$ cat config.mk
export PLATFORM = sky130hd
export DESIGN_NAME = mux4_rr_arbiter
export DESIGN_NICKNAME = d
export VERILOG_FILES = /design/src/rtl/mux4_rr_arbiter_pkg.sv /design/src/rtl/mux4_rr_arbiter_rr_pick.sv /design/src/rtl/mux4_rr_arbiter.sv
export SDC_FILE = /design/constraint.sdc
export NUM_CORES = 1
export LEC_CHECK = 0
export BUFFER_PORTS_ARGS = -buffer_cell sky130_fd_sc_hd__buf_2
export CAP_MARGIN = 10
export CORE_MARGIN = 4
export CORE_UTILIZATION = 48
export CTS_CLUSTER_DIAMETER = 150
export DETAILED_ROUTE_END_ITERATION = 12
export GPL_ROUTABILITY_DRIVEN = 0
export PLACE_DENSITY = 0.75
export SYNTH_ARGS = -nofsm -noshare
export SYNTH_HDL_FRONTEND = slang
export SYNTH_HIERARCHICAL = 1
export SYNTH_SLANG_ARGS = --single-unit
$ cat constraint.sdc
create_clock -name clk -period 2.21 [get_ports clk]
set_input_delay 0.3315 -clock clk [delete_from_list [all_inputs] [get_ports clk]]
set_output_delay 0.3315 -clock clk [all_outputs]
set_load 0.01 [all_outputs]
$ cat src/rtl/mux4_rr_arbiter_pkg.sv
// Shared constants, state encoding and helpers for the 4-way round-robin arbiter.
package mux4_rr_arbiter_pkg;

  localparam int unsigned NREQ         = 4;
  localparam int unsigned SEL_W        = 2;
  localparam int unsigned MAX_HOLD_DEF = 8;

  typedef enum logic {
    IDLE  = 1'b0,
    GRANT = 1'b1
  } state_t;

  // One-hot grant vector for a requester index.
  function automatic logic [NREQ-1:0] onehot(input logic [SEL_W-1:0] idx);
    return NREQ'(1) << idx;
  endfunction

endpackage

$ cat src/rtl/mux4_rr_arbiter_rr_pick.sv
// Combinational round-robin picker.
//   req : request lines, bit i belongs to requester i
//   ptr : highest-priority index for this search
//   any : at least one request is pending
//   idx : first requesting index searching ptr, ptr+1, ... mod 4
module mux4_rr_arbiter_rr_pick
  import mux4_rr_arbiter_pkg::*;
(
  input  logic [NREQ-1:0]  req,
  input  logic [SEL_W-1:0] ptr,
  output logic             any,
  output logic [SEL_W-1:0] idx
);

  logic             found;
  logic [SEL_W-1:0] cand;

  // Rotating priority search; the first hit from ptr wins.
  always_comb begin
    any   = |req;
    idx   = ptr;
    found = 1'b0;
    cand  = ptr;
    for (int k = 0; k < NREQ; k++) begin
      cand = ptr + SEL_W'(k);
      if (!found && req[cand]) begin
        idx   = cand;
        found = 1'b1;
      end
    end
  end

endmodule

$ cat src/rtl/mux4_rr_arbiter.sv
// Round-robin arbiter and sequencer for a shared 4:1 select path.
//   clk, rst   : clock, synchronous active-high reset
//   req        : request lines, bit i belongs to requester i
//   x0..x3     : requester operands
//   gnt        : registered one-hot grant, zero when idle
//   sel        : registered index of current/last granted requester
//   f          : registered captured operand
//   valid      : f was updated on the most recent edge
module mux4_rr_arbiter
  import mux4_rr_arbiter_pkg::*;
#(
  parameter int unsigned DATA_W   = 2,
  parameter int unsigned MAX_HOLD = MAX_HOLD_DEF,
  parameter int unsigned CNT_W    = 8
) (
  input  logic              clk,
  input  logic              rst,
  input  logic [NREQ-1:0]   req,
  input  logic [DATA_W-1:0] x0,
  input  logic [DATA_W-1:0] x1,
  input  logic [DATA_W-1:0] x2,
  input  logic [DATA_W-1:0] x3,
  output logic [NREQ-1:0]   gnt,
  output logic [SEL_W-1:0]  sel,
  output logic [DATA_W-1:0] f,
  output logic              valid
);

  state_t           state;
  logic [SEL_W-1:0] ptr;
  logic [CNT_W-1:0] cnt;

  logic [SEL_W-1:0]  pick_ptr;
  logic [SEL_W-1:0]  pick_idx;
  logic              pick_any;
  logic [DATA_W-1:0] x_sel;
  logic              req_sel;
  logic              timeout;
  logic              release_grant;

  // Operand of the granted requester.
  always_comb begin
    x_sel = x0;
    case (sel)
      2'd0:    x_sel = x0;
      2'd1:    x_sel = x1;
      2'd2:    x_sel = x2;
      default: x_sel = x3;
    endcase
  end

  assign req_sel       = req[sel];
  assign timeout       = (cnt == CNT_W'(MAX_HOLD - 1));
  assign release_grant = !req_sel || timeout;

  // In GRANT the picker only matters on release, where ptr becomes sel+1.
  assign pick_ptr = (state == GRANT) ? (sel + SEL_W'(1)) : ptr;

  mux4_rr_arbiter_rr_pick u_pick (
    .req (req),
    .ptr (pick_ptr),
    .any (pick_any),
    .idx (pick_idx)
  );

  // Arbitration FSM with registered outputs.
  always_ff @(posedge clk) begin
    if (rst) begin
      state <= IDLE;
      gnt   <= '0;
      sel   <= '0;
      f     <= '0;
      valid <= 1'b0;
      ptr   <= '0;
      cnt   <= '0;
    end else begin
      case (state)
        IDLE: begin
          valid <= 1'b0;
          if (pick_any) begin
            state <= GRANT;
            gnt   <= onehot(pick_idx);
            sel   <= pick_idx;
            cnt   <= '0;
          end
        end
        GRANT: begin
          if (req_sel) begin
            f     <= x_sel;
            valid <= 1'b1;
          end else begin
            valid <= 1'b0;
          end
          if (release_grant) begin
            ptr <= sel + SEL_W'(1);
            // Back-to-back handover avoids an idle bubble.
            if (pick_any) begin
              gnt <= onehot(pick_idx);
              sel <= pick_idx;
              cnt <= '0;
            end else begin
              state <= IDLE;
              gnt   <= '0;
            end
          end else begin
            cnt <= cnt + CNT_W'(1);
          end
        end
        default: state <= IDLE;
      endcase
    end
  end

endmodule
==> summary.txt <==
Critical path
  – CP max stage cell: or3_1
  – RR Endpoint: gnt[1]
  – Type of element capturing the critical path: register
  – Setup slack, reg-to-reg: 0.06 ns
  – Peak fanout along the critical path: 5
  – Arr. time, crit path: 2.38 ns
  – Cell breakdown of the critical path: inv_1, ha_1, mux2_2, or3_1, nand4b_1, nand2_1, a2111oi_4, o2bb2ai_1
  – Crit path kind: reg -> reg
  – Startpoint types: register
  – Critical Path RT: 2.44 ns
  – R2R Path Start: sel[0]
  – Slowest stage delay, CP: 0.39 ns
  – Depth of the most critical reg-to-reg path: 8

Logic synthesis
  – #FFs+latches synth: 20
  – Post-synth top area cell: dfxtp_1
  – Yosys Warn Count: 6
  – Unique masters post-synth: 39
  – Mapped Nets: 163
  – Mapped Cells: 143
  – Seq/Total Area, Yosys: 34.56%
  – Mapped Area: 1159 sq um
  – Syn_area_per_cell: 8.102 sq um
  – Synth area leaders: dfxtp_1 35%, nand2_1 7.8%, ha_1 6.5%, nand3_1 5.2%, or4_1 3.9%
  – Top-area cell type share of the netlist area: 34.56%

Global route
  – Vias in the first global route: 1089
  – Initial antenna violation count: 0
  – First-pass GRT wire length: 4478 um
  – Largest net degree at the start of global routing: 18
  – Grt ovf: 0
  – GRT Overall Usage: 16.67%

Timing
  – Final Hold Vio Count: 0
  – Fin crit share: 97.08%
  – Final min period: 2.145 ns
  – Final Max Slew Viols: 0
  – WHS: 0.4019 ns
  – Relative slew slack: 58.02%
  – Final setup fails: 0
  – Post-route setup slack: 0.06460 ns
  – Clock Skew: 0.003715 ns
  – Worst slew pin tran: 0.6297 ns
  – FMAX: 466.1 MHz
  – Fin Setup TNS: 0 ns
  – RSZ-0062 raised after global routing: yes

Clocking
  – Clock slew at reported path FFs: 0.12 ns
  – CTS H-tree depth: 1
  – Setup bufs post-CTS: 0
  – Hold_buf cts: 0
  – Worst skew pair latency: 0.30 ns
  – CTS tree: done
  – Clk root buf: clkbuf_4
  – Longest Clk Path Bufs: 2
  – Post-CTS resize count: 0
  – Num CTS Buffers: 3
  – Clk sink count: 20

Floorplanning
  – Core area: 2255 sq um
  – Die Y: 57.13 um
  – Die Wd: 57.13 um
  – Rows: 17
  – I/O Pins: 23
  – Die area: 3264 sq um
  – Initial Util: 51.39%

Detailed routing
  – Antenna viol nets, final: 0
  – First-pass DRT Iterations: 4
  – 1st-iter DRT viols: 35
  – Avg WL per Cell: 13.88 um
  – DRC Markers: 0
  – Routed vias: 1148
  – Vias per cell: 5.887
  – Final WL: 2706 um

Min path
  – Hold Path Depth: 5
  – Hold EP: f[1]
  – Hold Path Class: in -> reg
  – Hold Crit Start: x3[1]

Finish
  – N_diodes: 0
  – Fillers: 218
  – Non-filler instance count after layout: 195
  – Share of cells above drive strength 1: 21.56%
  – Area Overhead vs Synth: 19.87%
  – Nets@finish: 188

Placement
  – Dpl hpwl: 1993 um
  – DP Worst Slack: 0.06260 ns
  – I/O Buffers: 22
  – Dpl cells: 191

Flow run
  – Max cap viols: 0

Power and ir drop
  – Pleak: 0.5512 nW
  – PwrDens: 714.5 nW/um^2
  – Max VDD drop: 0.0004864 V

Status
  – Outcome: finished, final reports clean
-- worst max-delay path: cells and delay by family (launching register included) --
kind | cells | cell delay [ns]
AND/OR/NAND/NOR | 3 | 0.59
buffers and inverters | 1 | 0.05
multiplexers | 1 | 0.32
adder cells (fa/ha/maj) | 1 | 0.31
AO/OA/AOI/OAI | 2 | 0.46
flip-flops | 1 | 0.35
-- cells by family (layout without fill, tap and decap cells) --
kind of cell,count (synthesis),in the layout,synth area share [%]
AOI/OAI and AO/OA,37,37,22.25
adders and majority gates,6,6,6.479
buffers and inverters,12,36,4.212
DFF,20,20,34.56
muxes,6,6,5.400
and+or+nand+nor,62,62,27.11
-- flip-flops by register name, summed over array words and instances, names as in the netlist --
| signal | flops |
|---|---|
| gnt | 4 |
| sel | 2 |
| ptr | 2 |
| valid | 1 |
| state | 1 |
| cnt | 8 |
| f | 2 |
-- synth_stat cells, drive strengths merged --
cell	instances
a2111oi	1
a211o	1
a211oi	3
a21o	1
a21oi	7
a221oi	1
a222oi	2
a22oi	1
a31oi	5
and2	3
and3	1
buf	1
clkbuf	4
clkinv	2
dfxtp	20
ha	6
inv	5
mux2	2
mux2i	4
nand2	24
nand2b	3
nand3	12
nand3b	1
nand4	1
nand4b	1
nor2	5
nor2b	2
nor3	1
nor4bb	1
o211ai	1
o21a	1
o21ai	5
o21bai	1
o22a	1
o22ai	2
o2bb2ai	2
o31ai	2
or3	1
or4	6
-- cells in the final DEF (no fill, tap or decap), types with 3 or more instances in the layout --
cell type / count
nand3_1: 12
o21ai_0: 5
or4_1: 6
a21oi_1: 7
nor2_1: 5
mux2i_1: 4
ha_1: 6
buf_2: 22
nand2b_1: 3
a31oi_1: 4
nand2_1: 24
inv_1: 5
buf_4: 3
dfxtp_1: 19
a211oi_1: 3
and2_1: 3
clkbuf_4: 3
-- stage by stage --
step | power, mW | utilization, % | instance area (sq um)
after floorplan | 0.6033 | - | 1166
after global placement | 0.6755 | 58.16 | 1311
after detailed placement | 0.6881 | 58.16 | 1311
after CTS | 0.9867 | 60.49 | 1364
after global routing | 1.052 | 61.60 | 1389
final | 0.9923 | 61.60 | 1389
-- area by class of cell --
type                    count  area [sq um]  area share, %
clock buffers               3         22.52          1.622
clock inverters             1         30.03          2.162
inverters                   7         26.28          1.892
multi-input cells         111         740.7          53.33
flip-flops and latches     20         401.6          28.92
well taps                  28         35.03          2.523
repair buffers             25         132.6          9.550
-- per-layer routing --
metal | track usage [%] | wire length, um | share of wire [%]
met2 | 31.97 | 1353 | 50
met5 | 0 | 0 | 0
met1 | 18.54 | 1243 | 46
met3 | 2.715 | 87 | 3.2
met4 | 4.967 | 22 | 0.81
-- power by group --
part / switching (mW) / internal (mW)
logic: 0.165 / 0.117
clock network: 0.117 / 0.183
registers: 0.0173 / 0.392
total: 0.300 / 0.692
-- worst max path at each step --
stage / start / end / cells past startpoint
after floorplan: sel[0] / gnt[0] / 9
after global placement: sel[1] / gnt[0] / 8
after detailed placement: sel[0] / gnt[0] / 8
after CTS: sel[0] / gnt[1] / 8
after global routing: state / gnt[3] / 8
final: sel[0] / gnt[1] / 8
Note: power is estimated with default switching activity, not from simulation.
